===== src/rtl/rf_pkg.sv =====
`default_nettype none
// ============================================================================
// Module   : rf_pkg
// Brief    : Shared register-file constants, write-stage state encoding and
//            the round-robin pointer helper.
// Revision : 1.0  initial release
// ============================================================================
package rf_pkg;

  localparam int DATA_W    = 32;
  localparam int ADDR_W    = 5;
  localparam int REG_COUNT = 2 ** ADDR_W;
  // Architectural zero register: writes are accepted but never enabled.
  localparam int ZERO_REG  = 0;

  // Write-stage state: WRITE means a write (or a register-0 discard) is
  // currently registered on the wr_* outputs.
  typedef enum logic [0:0] {
    ST_IDLE  = 1'b0,
    ST_WRITE = 1'b1
  } wr_state_t;

  // Priority pointer value after requester idx wins among n requesters.
  function automatic int rr_next(input int idx, input int n);
    return (idx + 1) % n;
  endfunction

endpackage
`default_nettype wire


===== src/rtl/rr_arbiter.sv =====
`default_nettype none
// ============================================================================
// Module   : rr_arbiter
// Brief    : Combinational N-way round-robin pick. Search starts at i_ptr and
//            wraps modulo NUM_REQ; emits a one-hot grant and the winner index.
//            The priority pointer register lives in the parent.
// Revision : 1.0  initial release
// ============================================================================
module rr_arbiter #(
  parameter int NUM_REQ = 2,
  parameter int PTR_W   = 1
) (
  input  logic [NUM_REQ-1:0] i_req,
  input  logic [PTR_W-1:0]   i_ptr,
  input  logic               i_hold,
  output logic [NUM_REQ-1:0] o_gnt,
  output logic [PTR_W-1:0]   o_win,
  output logic               o_valid
);

  int w_idx;

  // Scan offsets from farthest to nearest so the requester closest to the
  // pointer is the last assignment and therefore the winner.
  always_comb begin
    o_gnt   = '0;
    o_win   = '0;
    o_valid = 1'b0;
    w_idx   = 0;
    if (!i_hold) begin
      for (int off = NUM_REQ - 1; off >= 0; off--) begin
        w_idx = (int'(i_ptr) + off) % NUM_REQ;
        if (i_req[w_idx]) begin
          o_gnt        = '0;
          o_gnt[w_idx] = 1'b1;
          o_win        = PTR_W'(w_idx);
          o_valid      = 1'b1;
        end
      end
    end
  end

endmodule
`default_nettype wire


===== src/rtl/regfile_write_arbiter.sv =====
`default_nettype none
// ============================================================================
// Module   : regfile_write_arbiter
// Brief    : Shares the register file's single write port among NUM_REQ
//            writeback sources with round-robin arbitration. Drives one-hot
//            row enables plus common data; register 0 is never enabled.
// Revision : 1.0  initial release
// ============================================================================
module regfile_write_arbiter #(
  parameter int DATA_W  = rf_pkg::DATA_W,
  parameter int ADDR_W  = rf_pkg::ADDR_W,
  parameter int NUM_REQ = 2
) (
  input  logic                      clk,
  input  logic                      clr_n,
  input  logic                      hold,
  input  logic [NUM_REQ-1:0]        req,
  input  logic [NUM_REQ*ADDR_W-1:0] req_addr,
  input  logic [NUM_REQ*DATA_W-1:0] req_data,
  output logic [NUM_REQ-1:0]        gnt,
  output logic [2**ADDR_W-1:0]      wr_en,
  output logic [ADDR_W-1:0]         wr_addr,
  output logic [DATA_W-1:0]         wr_data
);

  import rf_pkg::*;

  localparam int PTR_W = (NUM_REQ > 1) ? $clog2(NUM_REQ) : 1;
  localparam int NREG  = 2 ** ADDR_W;

  logic [PTR_W-1:0]   r_ptr;
  wr_state_t          r_state;
  logic [NREG-1:0]    r_wr_en;
  logic [ADDR_W-1:0]  r_wr_addr;
  logic [DATA_W-1:0]  r_wr_data;

  logic               w_block;
  logic [NUM_REQ-1:0] w_gnt;
  logic [PTR_W-1:0]   w_win;
  logic               w_xfer;
  logic [ADDR_W-1:0]  w_addr;
  logic [DATA_W-1:0]  w_data;
  logic [NREG-1:0]    w_dec;

  // Reset also blocks grants so requesters never see gnt while clr_n is low.
  assign w_block = hold | ~clr_n;

  rr_arbiter #(
    .NUM_REQ (NUM_REQ),
    .PTR_W   (PTR_W)
  ) u_arb (
    .i_req   (req),
    .i_ptr   (r_ptr),
    .i_hold  (w_block),
    .o_gnt   (w_gnt),
    .o_win   (w_win),
    .o_valid (w_xfer)
  );

  assign gnt = w_gnt;

  // Select the winner's address and data with the one-hot grant.
  always_comb begin
    w_addr = '0;
    w_data = '0;
    for (int i = 0; i < NUM_REQ; i++) begin
      if (w_gnt[i]) begin
        w_addr = req_addr[i*ADDR_W +: ADDR_W];
        w_data = req_data[i*DATA_W +: DATA_W];
      end
    end
  end

  // One-hot row decode; the zero register row is never enabled.
  generate
    for (genvar r = 0; r < NREG; r++) begin : g_dec
      if (r == ZERO_REG) begin : g_zero
        assign w_dec[r] = 1'b0;
      end else begin : g_row
        assign w_dec[r] = (w_addr == ADDR_W'(r));
      end
    end
  endgenerate

  // Priority pointer: moves just past the winner on every transfer.
  always_ff @(posedge clk or negedge clr_n) begin
    if (!clr_n) begin
      r_ptr <= '0;
    end else if (w_xfer) begin
      r_ptr <= PTR_W'(rr_next(int'(w_win), NUM_REQ));
    end
  end

  // Write stage FSM: re-evaluated every cycle so back-to-back transfers
  // stay in WRITE and sustain one write per cycle.
  always_ff @(posedge clk or negedge clr_n) begin
    if (!clr_n) begin
      r_state   <= ST_IDLE;
      r_wr_en   <= '0;
      r_wr_addr <= '0;
      r_wr_data <= '0;
    end else begin
      case (r_state)
        ST_IDLE, ST_WRITE: begin
          if (w_xfer) begin
            r_state   <= ST_WRITE;
            r_wr_en   <= w_dec;
            r_wr_addr <= w_addr;
            r_wr_data <= w_data;
          end else begin
            r_state <= ST_IDLE;
            r_wr_en <= '0;
          end
        end
        default: begin
          r_state <= ST_IDLE;
          r_wr_en <= '0;
        end
      endcase
    end
  end

  // Enables are only presented while a write is registered.
  assign wr_en   = (r_state == ST_WRITE) ? r_wr_en : '0;
  assign wr_addr = r_wr_addr;
  assign wr_data = r_wr_data;

endmodule
`default_nettype wire

===== config.mk =====
export PLATFORM = sky130hd
export DESIGN_NAME = regfile_write_arbiter
export DESIGN_NICKNAME = d
export VERILOG_FILES = /design/src/rtl/rf_pkg.sv /design/src/rtl/rr_arbiter.sv /design/src/rtl/regfile_write_arbiter.sv
export SDC_FILE = /design/constraint.sdc
export NUM_CORES = 1
export LEC_CHECK = 0
export ABC_AREA = 1
export CAP_MARGIN = 25
export CORE_MARGIN = 2
export CORE_UTILIZATION = 35
export CTS_CLUSTER_DIAMETER = 120
export DETAILED_ROUTE_END_ITERATION = 10
export PLACE_DENSITY = 0.71
export SYNTH_ARGS = -nofsm -noshare
export SYNTH_HDL_FRONTEND = slang
export SYNTH_SLANG_ARGS = --single-unit

===== constraint.sdc =====
create_clock -name clk -period 1.69 [get_ports clk]
set_clock_uncertainty 0.1 [all_clocks]
set_input_delay 0.338 -clock clk [delete_from_list [all_inputs] [get_ports clk]]
set_output_delay 0.338 -clock clk [all_outputs]
set_load 0.01 [all_outputs]

==> flow_summary.html <==
<table>
<tr><th>Metric</th><th>Value</th></tr>
<tr><th colspan="2">Run status</th></tr>
<tr><td>Outcome</td><td>completed</td></tr>
<tr><th colspan="2">Final layout</th></tr>
<tr><td>Growth of design area from synthesis to finish</td><td>59.8%</td></tr>
<tr><td>Number of antenna repair diodes</td><td>0</td></tr>
<tr><td>Area of all placed cells without fillers</td><td>4970 sq um</td></tr>
<tr><td>Multi-input combinational cell area</td><td>1110 sq um</td></tr>
<tr><td>Commonest cells after routing, fill and taps aside</td><td>sky130_fd_sc_hd__nand2_1, sky130_fd_sc_hd__clkdlybuf4s50_1, sky130_fd_sc_hd__dfrtp_1</td></tr>
<tr><td>Sequential Area</td><td>1750 sq um</td></tr>
<tr><td>Most common library cell in the layout ignoring fill and taps</td><td>sky130_fd_sc_hd__nand2_1</td></tr>
<tr><td>Net count, final</td><td>642</td></tr>
<tr><td>Fill cell count</td><td>789</td></tr>
<tr><td>Layout cells sized above 1</td><td>0.192</td></tr>
<tr><th colspan="2">Global routing</th></tr>
<tr><td>Global routing usage on met3</td><td>0.0687</td></tr>
<tr><td>Met2 Resource Use GR</td><td>0.311</td></tr>
<tr><td>Initial antenna violation count</td><td>0</td></tr>
<tr><td>First-pass GRT wire length</td><td>14400 um</td></tr>
<tr><td>Largest net degree at the start of global routing</td><td>66</td></tr>
<tr><td>GRT Max-Usage Layer</td><td>met2</td></tr>
<tr><td>Number of global-route vias before repair</td><td>3116</td></tr>
<tr><td>Global routing met1 resource utilization</td><td>0.218</td></tr>
<tr><td>Total grt overflow</td><td>0</td></tr>
<tr><td>Global-route usage over all layers</td><td>0.186</td></tr>
<tr><th colspan="2">Die</th></tr>
<tr><td>Initial cell density of the core</td><td>0.359</td></tr>
<tr><td>Die ar.</td><td>9660 sq um</td></tr>
<tr><td>I/O Pins</td><td>150</td></tr>
<tr><td>Row Count</td><td>34</td></tr>
<tr><td>Placeable core region</td><td>8680 sq um</td></tr>
<tr><td>Chip Width</td><td>98.3 um</td></tr>
<tr><td>Overall die height</td><td>98.3 um</td></tr>
<tr><th colspan="2">Route</th></tr>
<tr><td>Vias/cell</td><td>4.45</td></tr>
<tr><td>Count of routing violations after the opening detailed-route iteration</td><td>76</td></tr>
<tr><td>Detailed-routing iteration count for the pre-antenna-repair pass</td><td>5</td></tr>
<tr><td>DRT Wirelength</td><td>8590 um</td></tr>
<tr><td>Post-route ant nets</td><td>0</td></tr>
<tr><td>DR vias</td><td>3005</td></tr>
<tr><td>Average detailed-routed wire length per instance</td><td>12.7 um</td></tr>
<tr><td>DRC errors left</td><td>0</td></tr>
<tr><th colspan="2">Critical path</th></tr>
<tr><td>Worst-path maximum fanout</td><td>2</td></tr>
<tr><td>Crit Path Category</td><td>reg -&gt; out</td></tr>
<tr><td>Dominant delay contributor by cell family on the critical path</td><td>buffers and inverters</td></tr>
<tr><td>Endpoint arrival time on the critical path</td><td>1.21 ns</td></tr>
<tr><td>Setup crit start kind</td><td>flop</td></tr>
<tr><td>Crit path largest cell delay</td><td>0.53 ns</td></tr>
<tr><td>Crit-path cells</td><td>clkdlybuf4s50_1</td></tr>
<tr><td>Data required time of the worst path</td><td>1.25 ns</td></tr>
<tr><td>Type of destination of the critical path</td><td>output pin</td></tr>
<tr><td>Critical path's slowest cell</td><td>sky130_fd_sc_hd__clkdlybuf4s50_1</td></tr>
<tr><td>Count of buffer and inverter cells on the critical path</td><td>1</td></tr>
<tr><th colspan="2">Timing</th></tr>
<tr><td>Final-report hold violation count</td><td>0</td></tr>
<tr><td>TNS Setup</td><td>0 ns</td></tr>
<tr><td>Transition time at the pin with the least slew margin</td><td>0.806 ns</td></tr>
<tr><td>Final Critical Period</td><td>1.64 ns</td></tr>
<tr><td>Max-slew violations</td><td>0</td></tr>
<tr><td>Headroom to the max-slew limit</td><td>0.463</td></tr>
<tr><td>Portion of the clock cycle consumed by the worst path in the final layout</td><td>0.973</td></tr>
<tr><td>Unrepaired setup endpoints after global routing</td><td>no</td></tr>
<tr><td>Final setup violation count</td><td>0</td></tr>
<tr><td>Maximum clock frequency</td><td>608 MHz</td></tr>
<tr><th colspan="2">Logic synthesis</th></tr>
<tr><td>Post-Syn Nets</td><td>469</td></tr>
<tr><td>Share of the yosys chip area belonging to registers</td><td>0.563</td></tr>
<tr><td>Simple-gate portion of the synthesized area</td><td>0.342</td></tr>
<tr><td>Synth Cell Area</td><td>3110 sq um</td></tr>
<tr><td>Fraction of the mapped netlist area in adder cells</td><td>0</td></tr>
<tr><td>Compound-gate portion of the synthesized area</td><td>0.00362</td></tr>
<tr><td>Main combinational cell family by area after synthesis</td><td>simple AND/OR/NAND/NOR gates</td></tr>
<tr><td>Post-synthesis sequential element count</td><td>70</td></tr>
<tr><td>Library cells used by synthesis</td><td>19</td></tr>
<tr><td>Synthesized area divided by synthesized cell count</td><td>7.98 sq um</td></tr>
<tr><td>Warning count from the yosys run</td><td>0</td></tr>
<tr><td>Number of instances in the synthesized netlist</td><td>390</td></tr>
<tr><td>Xor and xnor area share after synthesis</td><td>0</td></tr>
<tr><td>Portion of netlist area occupied by mux cells</td><td>0</td></tr>
<tr><th colspan="2">Placed design</th></tr>
<tr><td>Global placer's final weighted congestion</td><td>0.904</td></tr>
<tr><td>Input/output buffers</td><td>148</td></tr>
<tr><td>Placed Area</td><td>4900 sq um</td></tr>
<tr><td>Post-DP HPWL</td><td>6450 um</td></tr>
<tr><th colspan="2">Flow run</th></tr>
<tr><td>Max cap viols</td><td>0</td></tr>
<tr><th colspan="2">Power</th></tr>
<tr><td>Worst vdd ir</td><td>0.479 mV</td></tr>
<tr><td>Power density over the cells</td><td>805 nW/um^2</td></tr>
<tr><td>Leakage power figure</td><td>2.96 nW</td></tr>
<tr><th colspan="2">Clock tree</th></tr>
<tr><td>Largest buffer count on any clock path</td><td>2</td></tr>
<tr><td>Cell at the root of the clock tree</td><td>sky130_fd_sc_hd__clkbuf_8</td></tr>
<tr><td>Number of buffers created by CTS</td><td>9</td></tr>
<tr><td>Worst-path clk slew</td><td>0.07 ns</td></tr>
<tr><td>TritonCTS clock tree</td><td>yes</td></tr>
<tr><td>Clock latency reported for the late side of the worst-skew pair</td><td>0.33 ns</td></tr>
<tr><td># H-tree levels</td><td>3</td></tr>
<tr><td>Total clock sinks</td><td>70</td></tr>
<tr><th colspan="2">Worst hold path</th></tr>
<tr><td>Worst hold-check path type</td><td>in -&gt; async</td></tr>
</table>
[cell type report]
type / instances / area share
sequential: 70 / 0.352
timing repair buffer: 180 / 0.330
multi-input combinational: 254 / 0.223
inverter: 48 / 0.0362
tap: 108 / 0.0272
clock buffer: 10 / 0.0257
clock inverter: 5 / 0.00553
[path summary, 6_finish.rpt]
path,cells past startpoint,from,to,slack (ns)
worst max register to register,8,r_ptr$_DFFE_PN0P_,r_wr_en[24]$_DFF_PN0_,0.17
max in group asynchronous,2,clr_n,r_wr_en[29]$_DFF_PN0_,0.84
worst min register to register,2,wr_addr[1]$_DFFE_PN0P_,wr_addr[1]$_DFFE_PN0P_,0.38
worst min-delay path,2,clr_n,wr_data[22]$_DFFE_PN0P_,0.11
worst max-delay path,1,wr_data[20]$_DFFE_PN0P_,wr_data[20],0.05
min in group clk,2,wr_addr[1]$_DFFE_PN0P_,wr_addr[1]$_DFFE_PN0P_,0.38
[registers in the layout, summed over array words and instances, names as in the netlist]
| register | count |
|---|---|
| wr_data | 32 |
| r_wr_en | 31 |
| wr_addr | 5 |
| r_ptr | 1 |
| r_state | 1 |
[where the power goes]
part	switching [mW]	leakage [nW]	total [mW]	internal, mW
clock	0.575	0.0817	1.09	0.514
sequential	0.0935	0.911	1.94	1.85
combinational	0.444	1.97	0.975	0.532
[synth_stat cells]
| master | n | share of area |
|---|---|---|
| sky130_fd_sc_hd__dfrtp_1 | 70 | 0.56 |
| sky130_fd_sc_hd__clkbuf_1 | 3 | 0.0036 |
| sky130_fd_sc_hd__nor2_1 | 36 | 0.043 |
| sky130_fd_sc_hd__nand2_4 | 3 | 0.011 |
| sky130_fd_sc_hd__buf_2 | 12 | 0.019 |
| sky130_fd_sc_hd__nor2_2 | 2 | 0.0040 |
| sky130_fd_sc_hd__o22ai_1 | 1 | 0.0020 |
| sky130_fd_sc_hd__buf_4 | 1 | 0.0024 |
| sky130_fd_sc_hd__inv_2 | 5 | 0.0060 |
| sky130_fd_sc_hd__nand2_2 | 5 | 0.010 |
| sky130_fd_sc_hd__nor2_4 | 3 | 0.011 |
| sky130_fd_sc_hd__inv_1 | 43 | 0.052 |
| sky130_fd_sc_hd__nand2_1 | 159 | 0.19 |
| sky130_fd_sc_hd__nor3_1 | 4 | 0.0064 |
| sky130_fd_sc_hd__o21ai_0 | 1 | 0.0016 |
| sky130_fd_sc_hd__nand3_1 | 34 | 0.055 |
| sky130_fd_sc_hd__buf_6 | 2 | 0.0072 |
| sky130_fd_sc_hd__nand4_1 | 5 | 0.010 |
| sky130_fd_sc_hd__conb_1 | 1 | 0.0012 |
[timing repair]
| action | 4_1_cts | 5_1_grt |
|---|---|---|
| cloned | 1 | 0 |
| hold buffers | 1 | 0 |
| pin swaps | 2 | 0 |
| setup buffers | 2 | 0 |
| resized for setup | 151 | 35 |
| endpoints found under the setup margin | 50 | 55 |
| hold endpoints to repair | 5 | 0 |
[logic make-up after synthesis]
logic type / count (synthesis)
AO/OA/AOI/OAI: 2
buffers and inverters: 66
flip-flops: 70
other: 1
AND/OR/NAND/NOR: 251
[per-stage QoR]
stage / std cells / total power [mW] / worst slack [ns] / hold slack (ns) / utilization
2_1_floorplan: 390 / 2.32 / 0.270 / -0.0576 / -
3_3_place_gp: 658 / 3.00 / -0.528 / 0.181 / 0.565
3_5_place_dp: 658 / 3.02 / -0.532 / 0.181 / 0.565
4_1_cts: 677 / 4.09 / 0.000168 / 0.144 / 0.568
5_1_grt: 675 / 4.24 / 0.000452 / 0.200 / 0.573
6_report: 675 / 4.00 / 0.0454 / 0.111 / 0.573
[per-layer routing]
| metal | up-vias | share of wire | wire length [um] |
|---|---|---|---|
| met2 | 142 | 0.50 | 4290 |
| met3 | 17 | 0.10 | 881 |
| li1 | 1507 | - | - |
| met4 | 0 | 0.017 | 148 |
| met1 | 1339 | 0.38 | 3270 |
| met5 | - | 0 | 0 |
Power figures use the tool's default switching activity.
